### config.mk
export PLATFORM = sky130hd
export DESIGN_NAME = l2_refill_engine_flat
export DESIGN_NICKNAME = d
export VERILOG_FILES = /design/src/rtl/l2_refill_engine_pkg.sv /design/src/rtl/l2_refill_engine_if.sv /design/src/rtl/l2_refill_stats.sv /design/src/rtl/l2_refill_engine.sv /design/src/flat_wrapper.sv
export SDC_FILE = /design/constraint.sdc
export NUM_CORES = 1
export LEC_CHECK = 0
export ABC_CLOCK_PERIOD_IN_PS = 9600
export CORE_MARGIN = 1
export CORE_UTILIZATION = 51
export DETAILED_ROUTE_END_ITERATION = 7
export GPL_ROUTABILITY_DRIVEN = 0
export PLACE_DENSITY = 0.86
export SYNTH_ARGS = -nofsm -noshare
export SYNTH_HDL_FRONTEND = slang
export SYNTH_HIERARCHICAL = 1
export SYNTH_SLANG_ARGS = --single-unit
### constraint.sdc
create_clock -name clk -period 9.6 [get_ports clk]
set_input_delay 1.92 -clock clk [delete_from_list [all_inputs] [get_ports clk]]
set_output_delay 1.92 -clock clk [all_outputs]
set_load 0.03 [all_outputs]
### src/rtl/l2_refill_engine_pkg.sv
// Shared definitions for the L2 refill engine: default geometry and the
// refill sequencer state encoding (3-bit, common with lookup/controller blocks).
package l2_refill_engine_pkg;

    // Default geometry: 21-bit tag + 11-bit byte offset = 32-bit memory address.
    localparam int TAG_W_DEF    = 21;
    localparam int GROUP_W_DEF  = 4;
    localparam int OFFSET_W_DEF = 11;
    localparam int DATA_W_DEF   = 32;

    typedef enum logic [2:0] {
        IDLE   = 3'd0,
        WB_RD  = 3'd1,
        WB_CAP = 3'd2,
        WB_WR  = 3'd3,
        FL_RD  = 3'd4,
        FL_WR  = 3'd5,
        DONE   = 3'd6
    } refill_state_t;

endpackage

### src/rtl/l2_refill_engine_if.sv
// Bus bundle of the refill engine: request/done handshake with the L2
// controller, word port of the L2 data array, and the memory word port.
// master = refill engine side, slave = controller/array/memory side.
interface l2_refill_engine_if
    import l2_refill_engine_pkg::*;
#(
    parameter int TAG_W    = TAG_W_DEF,
    parameter int GROUP_W  = GROUP_W_DEF,
    parameter int OFFSET_W = OFFSET_W_DEF,
    parameter int DATA_W   = DATA_W_DEF
);
    localparam int WORD_W = OFFSET_W - 2;

    // Request handshake from the L2 controller
    logic                        req_valid;
    logic                        req_ready;
    logic [GROUP_W-1:0]          req_group;
    logic [TAG_W-1:0]            req_new_tag;
    logic [TAG_W-1:0]            req_victim_tag;
    logic                        req_victim_dirty;
    logic                        done;

    // L2 data array word port, {group,word} addressing, 1-cycle read latency
    logic [GROUP_W+WORD_W-1:0]   arr_addr;
    logic                        arr_we;
    logic [DATA_W-1:0]           arr_wdata;
    logic [DATA_W-1:0]           arr_rdata;

    // Memory word port, byte addressed, request held until ack
    logic [TAG_W+OFFSET_W-1:0]   mem_addr;
    logic                        mem_rd;
    logic                        mem_wr;
    logic [DATA_W-1:0]           mem_wdata;
    logic [DATA_W-1:0]           mem_rdata;
    logic                        mem_ack;

    modport master (
        input  req_valid, req_group, req_new_tag, req_victim_tag, req_victim_dirty,
        output req_ready, done,
        output arr_addr, arr_we, arr_wdata,
        input  arr_rdata,
        output mem_addr, mem_rd, mem_wr, mem_wdata,
        input  mem_rdata, mem_ack
    );

    modport slave (
        output req_valid, req_group, req_new_tag, req_victim_tag, req_victim_dirty,
        input  req_ready, done,
        input  arr_addr, arr_we, arr_wdata,
        output arr_rdata,
        input  mem_addr, mem_rd, mem_wr, mem_wdata,
        output mem_rdata, mem_ack
    );

endinterface

### src/rtl/l2_refill_stats.sv
// Refill statistics: count of completed refills and of completed victim
// write-backs. Both counters reset to zero and wrap at 2^32.
module l2_refill_stats (
    input  logic        clk,
    input  logic        reset,
    input  logic        refill_pulse,
    input  logic        writeback_pulse,
    output logic [31:0] stat_refills,
    output logic [31:0] stat_writebacks
);

    logic [1:0]  pulse;
    logic [31:0] count [2];

    assign pulse = {writeback_pulse, refill_pulse};

    for (genvar gi = 0; gi < 2; gi++) begin : g_cnt
        logic [31:0] count_reg;

        // Event counter, free-running wrap
        always_ff @(posedge clk or posedge reset) begin
            if (reset) begin
                count_reg <= '0;
            end else if (pulse[gi]) begin
                count_reg <= count_reg + 32'd1;
            end
        end

        assign count[gi] = count_reg;
    end

    assign stat_refills    = count[0];
    assign stat_writebacks = count[1];

endmodule

### src/rtl/l2_refill_engine.sv
// L2 miss handler. Accepts a miss (slot, new tag, victim tag, dirty flag),
// writes a dirty victim line back to memory word by word, then fetches the
// new line from memory into the L2 data array and pulses done.
// Optional feature macro: L2_REFILL_STATS_EN adds stat_refills and
// stat_writebacks counter outputs (l2_refill_stats sub-module).
// A reset mid-refill abandons the line; the controller invalidates the slot.
module l2_refill_engine
    import l2_refill_engine_pkg::*;
#(
    parameter int TAG_W    = TAG_W_DEF,
    parameter int GROUP_W  = GROUP_W_DEF,
    parameter int OFFSET_W = OFFSET_W_DEF,
    parameter int DATA_W   = DATA_W_DEF
) (
    input  logic                clk,
    input  logic                reset,
    l2_refill_engine_if.master  bus
`ifdef L2_REFILL_STATS_EN
    ,
    output logic [31:0]         stat_refills,
    output logic [31:0]         stat_writebacks
`endif
);

    localparam int WORD_W = OFFSET_W - 2;
    localparam int ARR_AW = GROUP_W + WORD_W;
    localparam int MEM_AW = TAG_W + OFFSET_W;
    localparam logic [WORD_W-1:0] LAST_IDX = '1;

    refill_state_t       state_reg;
    logic [WORD_W-1:0]   idx_reg;
    logic [WORD_W-1:0]   idx_inc;
    logic                idx_last;
    logic [GROUP_W-1:0]  group_reg;
    logic [TAG_W-1:0]    new_tag_reg;
    logic [TAG_W-1:0]    victim_tag_reg;

    logic                req_ready_reg;
    logic                done_reg;
    logic [ARR_AW-1:0]   arr_addr_reg;
    logic                arr_we_reg;
    logic [DATA_W-1:0]   arr_wdata_reg;   // doubles as the fill-data holding register
    logic [MEM_AW-1:0]   mem_addr_reg;
    logic                mem_rd_reg;
    logic                mem_wr_reg;
    logic [DATA_W-1:0]   mem_wdata_reg;   // doubles as the write-back data holding register

    // The word index only ever returns to zero through an explicit clear on the
    // last word, so the increment is never relied on to wrap.
    assign idx_inc  = idx_reg + 1'b1;
    assign idx_last = (idx_reg == LAST_IDX);

    // Refill sequencer: state, word index, latched request and all outputs.
    // Outputs are registered, so each transition sets up the outputs the next
    // state presents; reset clears them immediately.
    always_ff @(posedge clk or posedge reset) begin
        if (reset) begin
            state_reg      <= IDLE;
            idx_reg        <= '0;
            group_reg      <= '0;
            new_tag_reg    <= '0;
            victim_tag_reg <= '0;
            req_ready_reg  <= 1'b1;
            done_reg       <= 1'b0;
            arr_addr_reg   <= '0;
            arr_we_reg     <= 1'b0;
            arr_wdata_reg  <= '0;
            mem_addr_reg   <= '0;
            mem_rd_reg     <= 1'b0;
            mem_wr_reg     <= 1'b0;
            mem_wdata_reg  <= '0;
        end else begin
            case (state_reg)
                IDLE: begin
                    if (bus.req_valid && req_ready_reg) begin
                        group_reg      <= bus.req_group;
                        new_tag_reg    <= bus.req_new_tag;
                        victim_tag_reg <= bus.req_victim_tag;
                        idx_reg        <= '0;
                        req_ready_reg  <= 1'b0;
                        if (bus.req_victim_dirty) begin
                            // Start write-back: address word 0 of the victim in the array
                            arr_addr_reg <= {bus.req_group, {WORD_W{1'b0}}};
                            state_reg    <= WB_RD;
                        end else begin
                            mem_rd_reg   <= 1'b1;
                            mem_addr_reg <= {bus.req_new_tag, {WORD_W{1'b0}}, 2'b00};
                            state_reg    <= FL_RD;
                        end
                    end
                end

                WB_RD: begin
                    state_reg <= WB_CAP;
                end

                WB_CAP: begin
                    // Array data for the word addressed in WB_RD is valid now
                    mem_wdata_reg <= bus.arr_rdata;
                    mem_addr_reg  <= {victim_tag_reg, idx_reg, 2'b00};
                    mem_wr_reg    <= 1'b1;
                    state_reg     <= WB_WR;
                end

                WB_WR: begin
                    if (bus.mem_ack) begin
                        mem_wr_reg <= 1'b0;
                        if (idx_last) begin
                            idx_reg      <= '0;
                            mem_rd_reg   <= 1'b1;
                            mem_addr_reg <= {new_tag_reg, {WORD_W{1'b0}}, 2'b00};
                            state_reg    <= FL_RD;
                        end else begin
                            idx_reg      <= idx_inc;
                            arr_addr_reg <= {group_reg, idx_inc};
                            state_reg    <= WB_RD;
                        end
                    end
                end

                FL_RD: begin
                    if (bus.mem_ack) begin
                        mem_rd_reg    <= 1'b0;
                        arr_wdata_reg <= bus.mem_rdata;
                        arr_addr_reg  <= {group_reg, idx_reg};
                        arr_we_reg    <= 1'b1;
                        state_reg     <= FL_WR;
                    end
                end

                FL_WR: begin
                    arr_we_reg <= 1'b0;
                    if (idx_last) begin
                        idx_reg   <= '0;
                        done_reg  <= 1'b1;
                        state_reg <= DONE;
                    end else begin
                        idx_reg      <= idx_inc;
                        mem_rd_reg   <= 1'b1;
                        mem_addr_reg <= {new_tag_reg, idx_inc, 2'b00};
                        state_reg    <= FL_RD;
                    end
                end

                DONE: begin
                    done_reg      <= 1'b0;
                    req_ready_reg <= 1'b1;
                    state_reg     <= IDLE;
                end

                default: begin
                    // Unused encoding: fall back to a quiet idle
                    state_reg     <= IDLE;
                    req_ready_reg <= 1'b1;
                    done_reg      <= 1'b0;
                    arr_we_reg    <= 1'b0;
                    mem_rd_reg    <= 1'b0;
                    mem_wr_reg    <= 1'b0;
                end
            endcase
        end
    end

    assign bus.req_ready = req_ready_reg;
    assign bus.done      = done_reg;
    assign bus.arr_addr  = arr_addr_reg;
    assign bus.arr_we    = arr_we_reg;
    assign bus.arr_wdata = arr_wdata_reg;
    assign bus.mem_addr  = mem_addr_reg;
    assign bus.mem_rd    = mem_rd_reg;
    assign bus.mem_wr    = mem_wr_reg;
    assign bus.mem_wdata = mem_wdata_reg;

`ifdef L2_REFILL_STATS_EN
    logic writeback_pulse;

    // One write-back completes when the last victim word is acknowledged
    assign writeback_pulse = (state_reg == WB_WR) && bus.mem_ack && idx_last;

    l2_refill_stats u_stats (
        .clk             (clk),
        .reset           (reset),
        .refill_pulse    (done_reg),
        .writeback_pulse (writeback_pulse),
        .stat_refills    (stat_refills),
        .stat_writebacks (stat_writebacks)
    );
`endif

endmodule
### src/flat_wrapper.sv
// flat-port wrapper written by rule: the top's interface ports become plain ports
module l2_refill_engine_flat import l2_refill_engine_pkg::*;
#(
    parameter int TAG_W    = TAG_W_DEF,
    parameter int GROUP_W  = GROUP_W_DEF,
    parameter int OFFSET_W = OFFSET_W_DEF,
    parameter int DATA_W   = DATA_W_DEF
)
  (clk, reset, bus_req_valid, bus_req_group, bus_req_new_tag, bus_req_victim_tag, bus_req_victim_dirty, bus_req_ready, bus_done, bus_arr_addr, bus_arr_we, bus_arr_wdata, bus_arr_rdata, bus_mem_addr, bus_mem_rd, bus_mem_wr, bus_mem_wdata, bus_mem_rdata, bus_mem_ack);
  l2_refill_engine_if #(.TAG_W(TAG_W), .GROUP_W(GROUP_W), .OFFSET_W(OFFSET_W), .DATA_W(DATA_W)) bus_i ();
  input  logic clk;
  input  logic reset;
  input wire logic [$bits(bus_i.req_valid)-1:0] bus_req_valid;
  input wire logic [$bits(bus_i.req_group)-1:0] bus_req_group;
  input wire logic [$bits(bus_i.req_new_tag)-1:0] bus_req_new_tag;
  input wire logic [$bits(bus_i.req_victim_tag)-1:0] bus_req_victim_tag;
  input wire logic [$bits(bus_i.req_victim_dirty)-1:0] bus_req_victim_dirty;
  output wire logic [$bits(bus_i.req_ready)-1:0] bus_req_ready;
  output wire logic [$bits(bus_i.done)-1:0] bus_done;
  output wire logic [$bits(bus_i.arr_addr)-1:0] bus_arr_addr;
  output wire logic [$bits(bus_i.arr_we)-1:0] bus_arr_we;
  output wire logic [$bits(bus_i.arr_wdata)-1:0] bus_arr_wdata;
  input wire logic [$bits(bus_i.arr_rdata)-1:0] bus_arr_rdata;
  output wire logic [$bits(bus_i.mem_addr)-1:0] bus_mem_addr;
  output wire logic [$bits(bus_i.mem_rd)-1:0] bus_mem_rd;
  output wire logic [$bits(bus_i.mem_wr)-1:0] bus_mem_wr;
  output wire logic [$bits(bus_i.mem_wdata)-1:0] bus_mem_wdata;
  input wire logic [$bits(bus_i.mem_rdata)-1:0] bus_mem_rdata;
  input wire logic [$bits(bus_i.mem_ack)-1:0] bus_mem_ack;
  assign bus_i.req_valid = bus_req_valid;
  assign bus_i.req_group = bus_req_group;
  assign bus_i.req_new_tag = bus_req_new_tag;
  assign bus_i.req_victim_tag = bus_req_victim_tag;
  assign bus_i.req_victim_dirty = bus_req_victim_dirty;
  assign bus_req_ready = bus_i.req_ready;
  assign bus_done = bus_i.done;
  assign bus_arr_addr = bus_i.arr_addr;
  assign bus_arr_we = bus_i.arr_we;
  assign bus_arr_wdata = bus_i.arr_wdata;
  assign bus_i.arr_rdata = bus_arr_rdata;
  assign bus_mem_addr = bus_i.mem_addr;
  assign bus_mem_rd = bus_i.mem_rd;
  assign bus_mem_wr = bus_i.mem_wr;
  assign bus_mem_wdata = bus_i.mem_wdata;
  assign bus_i.mem_rdata = bus_mem_rdata;
  assign bus_i.mem_ack = bus_mem_ack;
  l2_refill_engine #(.TAG_W(TAG_W), .GROUP_W(GROUP_W), .OFFSET_W(OFFSET_W), .DATA_W(DATA_W)) u_core (.clk(clk), .reset(reset), .bus(bus_i));
endmodule
==> reports/results.tsv, run 1 <==
metric	value	unit
rr_worst_depth	10	
cts.path.max_buffers	2	
slew_viol_final	0	
worst_max_slew_margin_expressed_relative_to_the_limit	28.35	%
run_status	finished clean	
synth_enable_flop_cells	0	
total_routing_usage_gr	22.20	%
antenna_cells	0	
hpwlAfterDp	11480	um
setup.worst_path.start_class	input port	
globalRouteOverflowTotal	0	
path_clk_slew	0.06	ns
cts_hold_repair.buffers	0	
post_cts_resize_count	0	
setup-violations-final	0	
fin_worst_hold_slack	0.4745	ns
rsz0062_at_grt	false	
avgViaCountPerCell	5.299	
part_of_the_yosys_area_used_for_sequential_elements	56.00	%
postSynthCellCount	654	
p_leak	4.689	nW
die_area	0.01539	mm2
final.min_clock_period	3.694	ns
syn-cell-area	0.007599	mm2
synth.yosys.warnings	6	
min_to	u_core/bus.mem_wdata[3]$_DFFE_PP0P_	
die_h	124.1	um
setup.worst_path.class	input port to flop	
setup.worst_path.end_class	flop	
r2r-end	u_core/bus.mem_addr[3]$_DFFE_PP0P_	
p_sw	1.408	mW
tritoncts	done	
worst_slew_pin_slew	1.075	ns
drt-total-wl	16940	um
post_dp_cell_area	0.009898	mm2
worst_case_register_to_register_setup_slack	6.45	ns
maxClockFrequency	0.2707	GHz
timing.hold.worst.start	u_core/bus.mem_wdata[3]$_DFFE_PP0P_	
synth_async_sr_flop_share	100.0	%
post_cts.repair.setup_buffers	0	
drt_iter0_drc	286	
final_util	72.00	%
grt_pass1_wl	26010	um
grt_most_used_layer	met2	
p_int	2.188	mW
combinationalPowerShare	47.6	%
power.switching_fraction	39.16	%
clk_latency	0.42	ns
worstPathMaxFanout	48	
core_area	0.01453	mm2
clock_tree.root_cell	clkbuf_16	
setup_tns	0	ns
cts_htree_levels	4	
hold_violations	0	
timing.hold.worst.class	flop to flop	
worst-endpoint-required	9.85	ns
grt_start_max_net_pins	88	
route.detailed.wl_per_inst	15.97	um
max-vdd-ir-drop	0.1783	mV
grt.met2_usage	35.29	%
die-width	124.1	um
crit_arrival	3.95	ns
stdcell_area	0.01047	mm2
timing.max_cap.violations	0	
antenna_left	0	
ys_dominant_reg_cell	dfrtp_1	
antenna_found_initial	0	
cts_made_buffers	17	
reg2reg_from	u_core/idx_reg[0]$_DFFE_PP0P_	
post_route_cells_drive_above_1_share	15.74	%
groute.layer.met3.usage	5.952	%
top_level_ports	229	
post_route_clock_period_utilization	38.48	%
final_nets	984	
cts_sinks	170	
power.density	343.7	mW/mm2
area_growth	37.72	%
power.clock.fraction	17.9	%
drt_drc_violations_left	0	
start_util	52.28	%
standard_cell_rows	44	
vias	5622	
firstDrtPassIters	5	
grt_pass1_vias	5177	
met1_usage	28.63	%
place.port_buffers	226	
yosys.cell_types.count	49	
hold_path_depth	2	
finClkSkew	0.004804	ns
post_synth.cell_area_avg	11.62	um2
synth_seq_cells	170	
power.share.sequential	34.5	%
==> power by group through the flow <==
stage	sequential [mW]	clock [mW]	combinational (mW)
floorplan	1.59	0	0.766
global placement	1.24	0	1.68
detailed placement	1.25	0	1.72
CTS	1.24	0.659	1.73
global route	1.28	0.691	1.83
finish	1.24	0.645	1.71
==> cells by family after synthesis <==
family | after synthesis | synth area share [%]
multiplexers | 120 | 17.93
AND/OR/NAND/NOR | 164 | 9.633
adder cells (fa/ha/maj) | 5 | 0.8233
AO/OA/AOI/OAI | 125 | 10.67
buffers and inverters | 68 | 4.775
flip-flops | 170 | 56.00
XOR/XNOR | 1 | 0.1153
other | 1 | 0.04935
==> cells in the final DEF, fill, tap and decap left out, drive strengths merged, types with 7 or more instances in the layout <==
cell,n
clkdlybuf4s50,226
dfrtp,169
nand2,119
mux2,99
o21ai,39
a21oi,33
a22o,28
inv,26
mux2i,21
clkbuf,21
nor2,17
clkinv,8
o31ai,7
==> Yosys cell counts (2+ instances only) <==
cell type	n	share of area, %
a31oi_1	6	0.49
nor2b_1	4	0.33
nand3_1	2	0.13
mux2i_1	21	2.8
buf_4	10	0.99
dfrtp_1	169	56
nand3b_1	2	0.20
mux2_4	10	2.0
mux2_2	77	11
inv_1	24	1.2
nor3_1	2	0.13
buf_6	6	0.89
nand2b_1	3	0.25
and3_1	5	0.41
inv_2	2	0.099
a21oi_1	32	2.1
o21ai_1	6	0.40
buf_2	20	1.3
o22ai_1	2	0.16
nor3_4	2	0.43
o21ai_0	32	2.1
o21a_1	4	0.40
o31ai_1	7	0.69
nor2_2	2	0.16
ha_1	5	0.82
clkbuf_1	6	0.30
a22o_1	28	3.2
mux2_1	12	1.8
nor2_1	15	0.74
nand2_1	119	5.9
==> critical path, stage by stage <==
cell,delay [ns]
clkdlybuf4s50_1,0.53
nand3b_4,0.11
nor3_4,0.15
buf_4,0.56
nor2b_1,0.33
o21ai_1,0.21
o21ai_0,0.12
==> layout make-up <==
type	count	area, um2
fill	1036	4069
tap	184	230.2
clock buffer	21	470.5
multi-input combinational	417	3003
timing repair buffer	232	2307
inverter	26	102.6
clock inverter	11	96.34
sequential	170	4255
==> routing by layer <==
layer	vias to the layer above	part of all wire [%]
met5	-	0
met4	0	2.2
met3	29	7.6
met2	215	48
met1	2707	42
li1	2671	-
==> through the flow <==
step / std cells / setup slack [ns] / total power [mW]
after floorplan: 655 / 3.078 / 2.361
after global placement: 1029 / 5.488 / 2.918
final: 1061 / 5.906 / 3.596
after detailed placement: 1029 / 5.437 / 2.970
after CTS: 1061 / 5.891 / 3.627
after global routing: 1061 / 5.674 / 3.810
==> worst max path at each step <==
stage	start	endpoint	slack [ns]
2_1_floorplan	reset	u_core/bus.arr_addr[0]$_DFFE_PP0P_	3.08
3_3_place_gp	reset	u_core/bus.arr_addr[9]$_DFFE_PP0P_	5.49
3_5_place_dp	reset	u_core/bus.arr_wdata[23]$_DFFE_PP0P_	5.44
4_1_cts	reset	u_core/bus.arr_wdata[4]$_DFFE_PP0P_	5.89
5_1_grt	reset	u_core/group_reg[3]$_DFFE_PP0P_	5.67
6_report	bus_req_valid	u_core/idx_reg[2]$_DFFE_PP0P_	5.91
Note: power is estimated with default switching activity, not from simulation.
==> run 2, diff against run 1 <==
--- a/config.mk
+++ b/config.mk
@@ -5,12 +5,12 @@
 export SDC_FILE = /design/constraint.sdc
 export NUM_CORES = 1
 export LEC_CHECK = 0
-export ABC_CLOCK_PERIOD_IN_PS = 9600
+export ABC_CLOCK_PERIOD_IN_PS = 3100
 export CORE_MARGIN = 1
-export CORE_UTILIZATION = 51
+export CORE_UTILIZATION = 43
 export DETAILED_ROUTE_END_ITERATION = 7
 export GPL_ROUTABILITY_DRIVEN = 0
-export PLACE_DENSITY = 0.86
+export PLACE_DENSITY = 0.77
 export SYNTH_ARGS = -nofsm -noshare
 export SYNTH_HDL_FRONTEND = slang
 export SYNTH_HIERARCHICAL = 1
==> constraint.sdc (replaced) <==
create_clock -name clk -period 3.1 [get_ports clk]
set_input_delay 0.62 -clock clk [delete_from_list [all_inputs] [get_ports clk]]
set_output_delay 0.62 -clock clk [all_outputs]
set_load 0.03 [all_outputs]
==> reports/results.tsv, run 2 (synthesized netlist as in run 1, its figures left out) <==
metric	value	unit	change
die_area	0.01821	mm2	was 0.01539 mm2
cts_htree_levels	4		unchanged
p_leak	4.792	nW	was 4.689 nW
start_util	43.93	%	was 52.28%
finClkSkew	0.006696	ns	was 0.004804 ns
final.fill_count	1390		was 1036
clock_tree.root_cell	clkbuf_16		unchanged
antenna_left	0		unchanged
max-vdd-ir-drop	0.5224	mV	was 0.1783 mV
worst_path_largest_cell_delay	0.46	ns	was 0.56 ns
cp_max_delay_cell	dfrtp_1		was buf_4
avgViaCountPerCell	5.044		was 5.299
timing.hold.worst.class	flop to flop		unchanged
path_clk_slew	0.06	ns	about the same
setup_tns	0	ns	unchanged
grt_pass1_wl	28060	um	was 26010 um
mostFrequentLayoutCell	clkdlybuf4s50_1		unchanged
crit_path_frequent_cell	and3_1		
worstPathMaxFanout	12		was 48
area_growth	41.35	%	was 37.72%
route.detailed.wl_per_inst	15.59	um	was 15.97 um
tritoncts	done		unchanged
worst_case_register_to_register_setup_slack	0.29	ns	was 6.45 ns
drt_drc_violations_left	0		unchanged
worst_max_slew_margin_expressed_relative_to_the_limit	46.45	%	was 28.35%
final_nets	999		was 984
firstDrtPassIters	4		was 5
maxClockFrequency	0.3554	GHz	
clk_latency	0.42	ns	about the same
timing.critical_path.max_delay_family	simple AND/OR/NAND/NOR gates		was buffers and inverters
rsz0062_at_grt	false		unchanged
standard_cell_rows	48		was 44
grt_start_max_net_pins	63		was 88
grt_pass1_vias	5455		was 5177
final.min_clock_period	2.814	ns	
timing.max_cap.violations	0		unchanged
cts_sinks	170		unchanged
crit_path_cell_trace	ha_1, and3_1, and3_1, and3_1, ha_1, nor2b_1, a22oi_1, o21ai_4, buf_12, buf_4, a22o_1		was clkdlybuf4s50_1, nand3b_4, nor3_4, buf_4, nor2b_1, o21ai_1, o21ai_0
worst_slew_pin_slew	0.7979	ns	was 1.075 ns
hpwlAfterDp	12190	um	was 11480 um
crit_arrival	3.13	ns	was 3.95 ns
setup.worst_path.start_class	flop		was input port
core_area	0.01730	mm2	was 0.01453 mm2
drt-total-wl	17410	um	was 16940 um
hold_violations	0		unchanged
cts.path.max_buffers	2		unchanged
die-width	134.9	um	was 124.1 um
setup.worst_path.end_class	flop		unchanged
cp_num_buf_inv	2		unchanged
post_route_cells_drive_above_1_share	16.93	%	was 15.74%
slew_viol_final	0		unchanged
top_level_ports	229		unchanged
setup.worst_path.class	flop to flop		was input port to flop
post-layout-total-power	11.57	mW	was 3.596 mW
drt_iter0_drc	240		was 286
antenna_cells	0		unchanged
post_route_clock_period_utilization	90.76	%	
layout.cells.most_common_list	clkdlybuf4s50_1, dfrtp_1, nand2_1, mux2_2		unchanged
globalRouteOverflowTotal	0		unchanged
run_status	finished clean		unchanged
cts_made_buffers	17		unchanged
die_h	134.9	um	was 124.1 um
antenna_found_initial	0		unchanged
total_routing_usage_gr	19.75	%	was 22.20%
post_cts_resize_count	0		unchanged
place.port_buffers	226		unchanged
setup-violations-final	0		unchanged
power.density	1077	mW/mm2	was 343.7 mW/mm2
worst-endpoint-required	3.41	ns	was 9.85 ns
vias	5634		was 5622
run 2: metrics by stage:
step	util, %	instance area [um2]	std cells	worst slack [ns]	hold slack [ns]
CTS	61.98	10720	1116	0.2349	0.4769
global route	62.09	10740	1117	0.07605	0.4904
detailed placement	58.34	10090	1084	0.2679	0.4612
global placement	58.34	10090	1084	0.3421	0.4566
finish	62.09	10740	1117	0.2863	0.4705
floorplan	-	7606	655	0.3121	0.4766
run 2: path summary, 6_finish.rpt:
kind,start,to,depth (start not counted)
worst max-delay path,u_core/idx_reg[0]$_DFFE_PP0P_,u_core/bus.mem_addr[9]$_DFFE_PP0P_,11
worst min-delay path,u_core/bus.mem_wdata[2]$_DFFE_PP0P_,u_core/bus.mem_wdata[2]$_DFFE_PP0P_,2
worst max register to register,u_core/idx_reg[0]$_DFFE_PP0P_,u_core/bus.mem_addr[9]$_DFFE_PP0P_,11
worst min register to register,u_core/bus.mem_wdata[2]$_DFFE_PP0P_,u_core/bus.mem_wdata[2]$_DFFE_PP0P_,2
max in group asynchronous,reset,u_core/bus.arr_wdata[28]$_DFFE_PP0P_,3
min in group asynchronous,reset,u_core/bus.mem_wdata[11]$_DFFE_PP0P_,2
run 2: worst reg2reg max path, cell delays in order (launching register included):
cell	delay (ns)
dfrtp_1	0.46
ha_1	0.26
and3_1	0.24
and3_1	0.23
and3_1	0.22
ha_1	0.20
nor2b_1	0.08
a22oi_1	0.35
o21ai_4	0.11
buf_12	0.16
buf_4	0.17
a22o_1	0.23
run 2: routing by layer:
metal	part of all wire, %	GRT usage (%)	vias to the layer above
li1	-	-	2704
met1	43	25.04	2727
met2	48	32.02	189
met3	8.4	6.832	14
met4	0.93	5.493	0
met5	0	0	-
run 2: cell type report:
type | instances | area (um2) | share of cell area, %
clock inverter | 10 | 165.2 | 1.538
timing repair buffer | 247 | 2470 | 23.00
multi-input combinational | 417 | 3003 | 27.96
inverter | 26 | 101.3 | 0.9436
sequential | 170 | 4255 | 39.62
clock buffer | 22 | 464.2 | 4.322
tap | 225 | 281.5 | 2.621
run 2: what timing repair did:
action	4_1_cts	5_1_grt
buffers inserted	0	1
endpoints found under the setup margin	0	2
hold buffers	0	0
run 2: power by group:
| part | internal [mW] | switching, mW | total, mW |
|---|---|---|---|
| sequential | 3.21 | 0.571 | 3.78 |
| clock | 1.39 | 0.858 | 2.25 |
| combinational | 2.55 | 2.99 | 5.54 |
